--- src/rtl/skylark_pkg.sv ---
// Shared definitions for the execute-stage sequencer: datapath sizing,
// ALU operation codes and the sequencer state encoding.
package skylark_pkg;

    localparam int XLEN = 32;
    localparam int NREG = 32;
    localparam int RA_W = $clog2(NREG);

    localparam logic [2:0] ALU_ADD = 3'b000;
    localparam logic [2:0] ALU_SUB = 3'b001;
    localparam logic [2:0] ALU_AND = 3'b010;
    localparam logic [2:0] ALU_OR  = 3'b011;
    localparam logic [2:0] ALU_SLT = 3'b101;

    typedef enum logic [1:0] {
        IDLE = 2'd0,
        OPER = 2'd1,
        EXEC = 2'd2,
        RESP = 2'd3
    } exec_state_t;

endpackage

--- src/rtl/alu_exec_seq_reg_file.sv ---
// Integer register file: two operand read ports, one debug read port and a
// single synchronous write port. x0 always reads zero and ignores writes.
module reg_file #(
    parameter int XLEN = 32,
    parameter int NREG = 32,
    parameter int RA_W = $clog2(NREG)
) (
    input  logic            clk,
    input  logic            rst_n,
    input  logic [RA_W-1:0] rs1_addr,
    output logic [XLEN-1:0] rs1_data,
    input  logic [RA_W-1:0] rs2_addr,
    output logic [XLEN-1:0] rs2_data,
    input  logic [RA_W-1:0] dbg_addr,
    output logic [XLEN-1:0] dbg_data,
    input  logic            wr_en,
    input  logic [RA_W-1:0] wr_addr,
    input  logic [XLEN-1:0] wr_data
);

    logic [XLEN-1:0] mem [NREG];

    // NOTE: the array is cleared on reset, so it maps to flops rather than a
    // RAM macro; the clear also wins over a write sampled on the same edge.
    always_ff @(posedge clk) begin
        if (!rst_n) begin
            for (int i = 0; i < NREG; i++) begin
                mem[i] <= '0;
            end
        end else if (wr_en && (wr_addr != '0)) begin
            mem[wr_addr] <= wr_data;
        end
    end

    assign rs1_data = (rs1_addr == '0) ? '0 : mem[rs1_addr];
    assign rs2_data = (rs2_addr == '0) ? '0 : mem[rs2_addr];
    assign dbg_data = (dbg_addr == '0) ? '0 : mem[dbg_addr];

endmodule

--- src/rtl/alu_exec_seq.sv ---
// Execute-stage sequencer: latches one decoded ALU operation, drives the ALU
// for a settle cycle plus an execute cycle, writes back and returns the result.
module alu_exec_seq #(
    parameter int XLEN = 32,
    parameter int NREG = 32,
    parameter int RA_W = $clog2(NREG)
) (
    input  logic            clk,
    input  logic            rst_n,
    input  logic            req_valid,
    output logic            req_ready,
    input  logic [RA_W-1:0] req_rs1,
    input  logic [RA_W-1:0] req_rs2,
    input  logic [RA_W-1:0] req_rd,
    input  logic [XLEN-1:0] req_imm,
    input  logic [2:0]      req_alu_control,
    input  logic            req_alu_src,
    input  logic            req_we,
    output logic [XLEN-1:0] srcA,
    output logic [XLEN-1:0] srcB_reg,
    output logic [XLEN-1:0] srcB_ImmExt,
    output logic [2:0]      ALUControl,
    output logic            ALUSrc,
    input  logic [XLEN-1:0] ALUResult,
    input  logic            zero_in,
    output logic            rsp_valid,
    input  logic            rsp_ready,
    output logic [XLEN-1:0] rsp_result,
    output logic            rsp_zero,
    input  logic [RA_W-1:0] dbg_addr,
    output logic [XLEN-1:0] dbg_data
);
    import skylark_pkg::*;

    exec_state_t     state;
    exec_state_t     state_next;

    logic [XLEN-1:0] rs1_data;
    logic [XLEN-1:0] rs2_data;
    logic [XLEN-1:0] src_a;
    logic [XLEN-1:0] src_b_reg;
    logic [XLEN-1:0] src_b_imm;
    logic [2:0]      alu_ctrl;
    logic            alu_src;
    logic [RA_W-1:0] rd_q;
    logic            we_q;
    logic [XLEN-1:0] result_q;
    logic            zero_q;
    logic            accept;
    logic            wb_en;

    reg_file #(
        .XLEN (XLEN),
        .NREG (NREG),
        .RA_W (RA_W)
    ) u_reg_file (
        .clk      (clk),
        .rst_n    (rst_n),
        .rs1_addr (req_rs1),
        .rs1_data (rs1_data),
        .rs2_addr (req_rs2),
        .rs2_data (rs2_data),
        .dbg_addr (dbg_addr),
        .dbg_data (dbg_data),
        .wr_en    (wb_en),
        .wr_addr  (rd_q),
        .wr_data  (ALUResult)
    );

    assign accept = req_valid && req_ready;
    assign wb_en  = (state == EXEC) && we_q;

    // NOTE: sequential state uses non-blocking assignments so every flop
    // samples the pre-edge values regardless of block ordering.
    always_ff @(posedge clk) begin
        if (!rst_n) begin
            state <= IDLE;
        end else begin
            state <= state_next;
        end
    end

    // NOTE: combinational blocks assign a default first so no path can
    // leave a variable unassigned and infer a latch.
    always_comb begin
        state_next = state;
        case (state)
            IDLE:    if (accept) state_next = OPER;
            OPER:    state_next = EXEC;
            EXEC:    state_next = RESP;
            RESP:    if (rsp_ready) state_next = IDLE;
            default: state_next = IDLE;
        endcase
    end

    // Handshake outputs are forced low while reset is held, even before the
    // first reset edge has settled the state register.
    always_comb begin
        req_ready = 1'b0;
        rsp_valid = 1'b0;
        if (rst_n) begin
            req_ready = (state == IDLE);
            rsp_valid = (state == RESP);
        end
    end

    // Drive registers load only on accept, so they keep their last values
    // once the operation has retired.
    always_ff @(posedge clk) begin
        if (!rst_n) begin
            src_a     <= '0;
            src_b_reg <= '0;
            src_b_imm <= '0;
            alu_ctrl  <= '0;
            alu_src   <= 1'b0;
            rd_q      <= '0;
            we_q      <= 1'b0;
            result_q  <= '0;
            zero_q    <= 1'b0;
        end else begin
            if (accept) begin
                src_a     <= rs1_data;
                src_b_reg <= rs2_data;
                src_b_imm <= req_imm;
                alu_ctrl  <= req_alu_control;
                alu_src   <= req_alu_src;
                rd_q      <= req_rd;
                we_q      <= req_we;
            end
            if (state == EXEC) begin
                result_q <= ALUResult;
                zero_q   <= zero_in;
            end
        end
    end

    assign srcA        = src_a;
    assign srcB_reg    = src_b_reg;
    assign srcB_ImmExt = src_b_imm;
    assign ALUControl  = alu_ctrl;
    assign ALUSrc      = alu_src;
    assign rsp_result  = result_q;
    assign rsp_zero    = zero_q;

endmodule

--- config.mk ---
export PLATFORM = sky130hd
export DESIGN_NAME = alu_exec_seq
export DESIGN_NICKNAME = d
export VERILOG_FILES = /design/src/rtl/skylark_pkg.sv /design/src/rtl/alu_exec_seq_reg_file.sv /design/src/rtl/alu_exec_seq.sv
export SDC_FILE = /design/constraint.sdc
export NUM_CORES = 2
export LEC_CHECK = 0
export CORE_UTILIZATION = 38
export DETAILED_ROUTE_END_ITERATION = 8
export SYNTH_ARGS = -nofsm -noshare
export SYNTH_HDL_FRONTEND = slang
export SYNTH_SLANG_ARGS = --single-unit
--- constraint.sdc ---
create_clock -name clk -period 8.32 [get_ports clk]
set_clock_uncertainty 0.1 [all_clocks]
set_input_delay 1.664 -clock clk [delete_from_list [all_inputs] [get_ports clk]]
set_output_delay 1.664 -clock clk [all_outputs]
set_load 0.01 [all_outputs]
==> flow_metrics.tcl <==
set metrics [dict create \
    synth-seq-cells 1165 \
    die_area_um2 177000 \
    n_fill_cell 15277 \
    insertion_delay_ns 0.80 \
    timing.rr.end "u_reg_file.mem[3][23]$_SDFFCE_PN0P_" \
    wl_mm 261 \
    cts_max_level 4 \
    power_density_nw_per_um2 202 \
    crit_type "primary input to output port" \
    r2r_setup_slack_ns 4.39 \
    layout-drive-gt1-share_pct 28.3 \
    pre_cts_slack_ns 1.65 \
    cts-resized-gates 0 \
    drt_iter0_markers 7209 \
    grt_max_degree 108 \
    power.total_uw 15400 \
    rows 153 \
    syn_inst 4377 \
    critPathLaunchType "primary input" \
    clk_pin_slew_worst_paths_ns 0.06 \
    hold_path.class "flop to flop" \
    postCtsHoldBufs 0 \
    grt_setup_unrepaired "false" \
    slew_viol_final 0 \
    status "finished, final reports clean" \
    synthesis.area_um2 66600 \
    routed_via_density 6.60 \
    grt_overflow_total 0 \
    cts_buffers 132 \
    regMostFlops "u_reg_file.mem" \
    ir_worst_vdd_mv 0.204 \
    cts.sinks 1165 \
    fin_ws_ns 1.67 \
    hold_viol 0 \
    post-cts-setup-buffer-count 0 \
    start_util_pct 38.3 \
    holdPathStages 2 \
    grt_pass1_wl_mm 359 \
    post_drt_wl_per_cell_um 37.9 \
    ys_seq_area_share_pct 50.4 \
    die_w_um 421 \
    place_hpwl_mm 151 \
    antenna_found_initial 23 \
    synth_edf_count 1024 \
    min_from "srcB_ImmExt[27]$_SDFFE_PN0P_" \
    grt_pass1_vias 44507 \
    largest_reg_flops 1024 \
    finalSetupViolCount 0 \
    crit_fanout 68 \
    gp_congestion 0.860 \
    final_nets 4541 \
    p_leak_uw 0.0263 \
    cts_tree "yes" \
    worstSetupEndpointType "output port" \
    io_pins 261 \
    cts.path.max_buffers 3 \
    die_y_um 421 \
    synth_cell_type_count 43 \
    cts_root_buffer "clkbuf_16" \
    fin_util_pct 43.8 \
    synth-main-ff-cell "edfxtp_1" \
    synth_warnings 0 \
    worstPathRequired_ns 6.56 \
    r2r-start "state[0]$_SDFFE_PN0P_" \
    drtAntennaViolNets 0 \
    async_reset_ff_share_pct 0 \
    grt_use_total_pct 29.4 \
    core_um2 174000 \
    worstMarginPinSlew_ns 1.39 \
    first_pass_iters 7 \
    syn2layout_area_growth_pct 14.5 \
    syn_avg_cell_area_um2 15.2 \
    maxSlewHeadroom_pct 7.01 \
    io_buffer_count 260 \
    r2r_cells 6 \
    worstPathArrival_ns 4.89 \
    maxCapViolCount 0 \
    period_share_pct 80.0 \
    timing.final.crit_period_ns 6.65 \
    setup-tns-final_ns 0 \
    vias 45485 \
    holdWs_ns 0.355 \
    drc 0 \
    timing.fmax_ghz 0.150 \
    hold_path_end "srcB_ImmExt[27]$_SDFFE_PN0P_" \
]
## worst max path at each step
stage | startpoint | end | slack (ns)
final | dbg_addr[0] | dbg_data[11] | 1.67
after global routing | dbg_addr[0] | dbg_data[26] | 1.53
after CTS | dbg_addr[0] | dbg_data[11] | 1.65
after detailed placement | dbg_addr[0] | dbg_data[11] | 1.65
after global placement | dbg_addr[0] | dbg_data[11] | 1.67
after floorplan | rst_n | u_reg_file.mem[28][0]$_SDFFCE_PN0P_ | 2.77
## cells by family after synthesis
kind of cell / synth area share (%)
AOI/OAI and AO/OA: 4.26
adders and majority gates: 0.0564
buffers and inverters: 3.51
DFF: 50.4
muxes: 30.8
other: 0.00563
and+or+nand+nor: 11.0
## through the flow
stage / instance area, µm² / cells
global placement: 71900 / 6635
floorplan: 66700 / 4408
detailed placement: 71900 / 6635
CTS: 76200 / 6876
finish: 76200 / 6896
global route: 76200 / 6876
## power by group
part / total (µW) / switching, µW / internal (µW) / leakage (µW)
Combinational: 2510 / 1390 / 1110 / 0.0125
Clock: 5900 / 2580 / 3320 / 0.00206
Sequential: 6960 / 289 / 6670 / 0.0117
## cells in the mapped netlist (3+ instances only)
master,instances,area [µm²]
buf_2,58,290
nor2_1,71,267
and2_1,995,6220
dfxtp_1,141,2820
o22ai_1,53,332
mux4_2,799,18000
edfxtp_1,1024,30700
a22oi_1,33,248
o21ai_0,71,355
o31ai_1,32,240
nand2_1,150,563
nand3_1,3,15.0
ha_1,3,37.5
a221oi_1,19,166
a2111oi_0,53,464
and3_1,3,18.8
inv_1,37,139
clkbuf_1,334,1250
mux2_2,74,833
o211ai_1,32,240
buf_1,46,173
nor2b_1,4,25.0
a22o_1,85,744
buf_4,31,233
nand3b_1,6,45.0
nand2b_1,9,56.3
clkbuf_2,6,30.0
mux2i_1,165,1650
buf_6,19,214
## routing by layer
| metal | wire, µm | GRT usage, % | vias to the layer above |
|---|---|---|---|
| met5 | 181 | 0.528 | - |
| met4 | 14400 | 14.3 | 15 |
| met3 | 34700 | 9.35 | 760 |
| met2 | 115000 | 43.2 | 3798 |
| met1 | 97400 | 39.2 | 23489 |
| li1 | - | - | 17423 |
## final cells by class
cell class                 instances  area, µm²  area share [%]
antenna                           20       50.0          0.0657
clock buffer                     181       3600            4.72
clock inverter                    60        661           0.867
inverter                          38        145           0.190
multi-input combinational       2711      31400            41.3
sequential                      1165      33600            44.1
tap                             2325       2910            3.82
timing repair buffer             396       3830            5.03
## placed cells by master (no fill, tap or decap), types with 12 or more instances in the layout
cell type	netlist	layout
buf_4	31	123
diode_2	0	20
nand2_1	150	149
clkdlybuf4s50_1	0	245
o21ai_4	0	31
clkbuf_1	334	39
inv_1	37	36
a221oi_1	19	19
clkinv_2	0	12
a22o_1	85	85
o21ai_0	71	40
buf_12	0	16
conb_1	1	32
nor2_1	71	38
o31ai_1	32	31
dfxtp_1	141	141
and2_1	995	994
mux2i_1	165	165
clkbuf_16	0	133
o211ai_1	32	32
edfxtp_1	1024	1024
clkinv_1	0	17
a2111oi_0	53	53
nor2_4	0	34
mux2_2	74	74
a22oi_1	33	33
mux4_2	799	799
o22ai_1	53	53
## worst max-delay path, stage by stage
cell             delay (ns)
buf_8                  0.59
buf_4                  0.49
mux4_2                 0.56
mux4_2                 0.47
a22o_1                 0.38
clkdlybuf4s50_1        0.53
(Power assumes the default switching activity.)
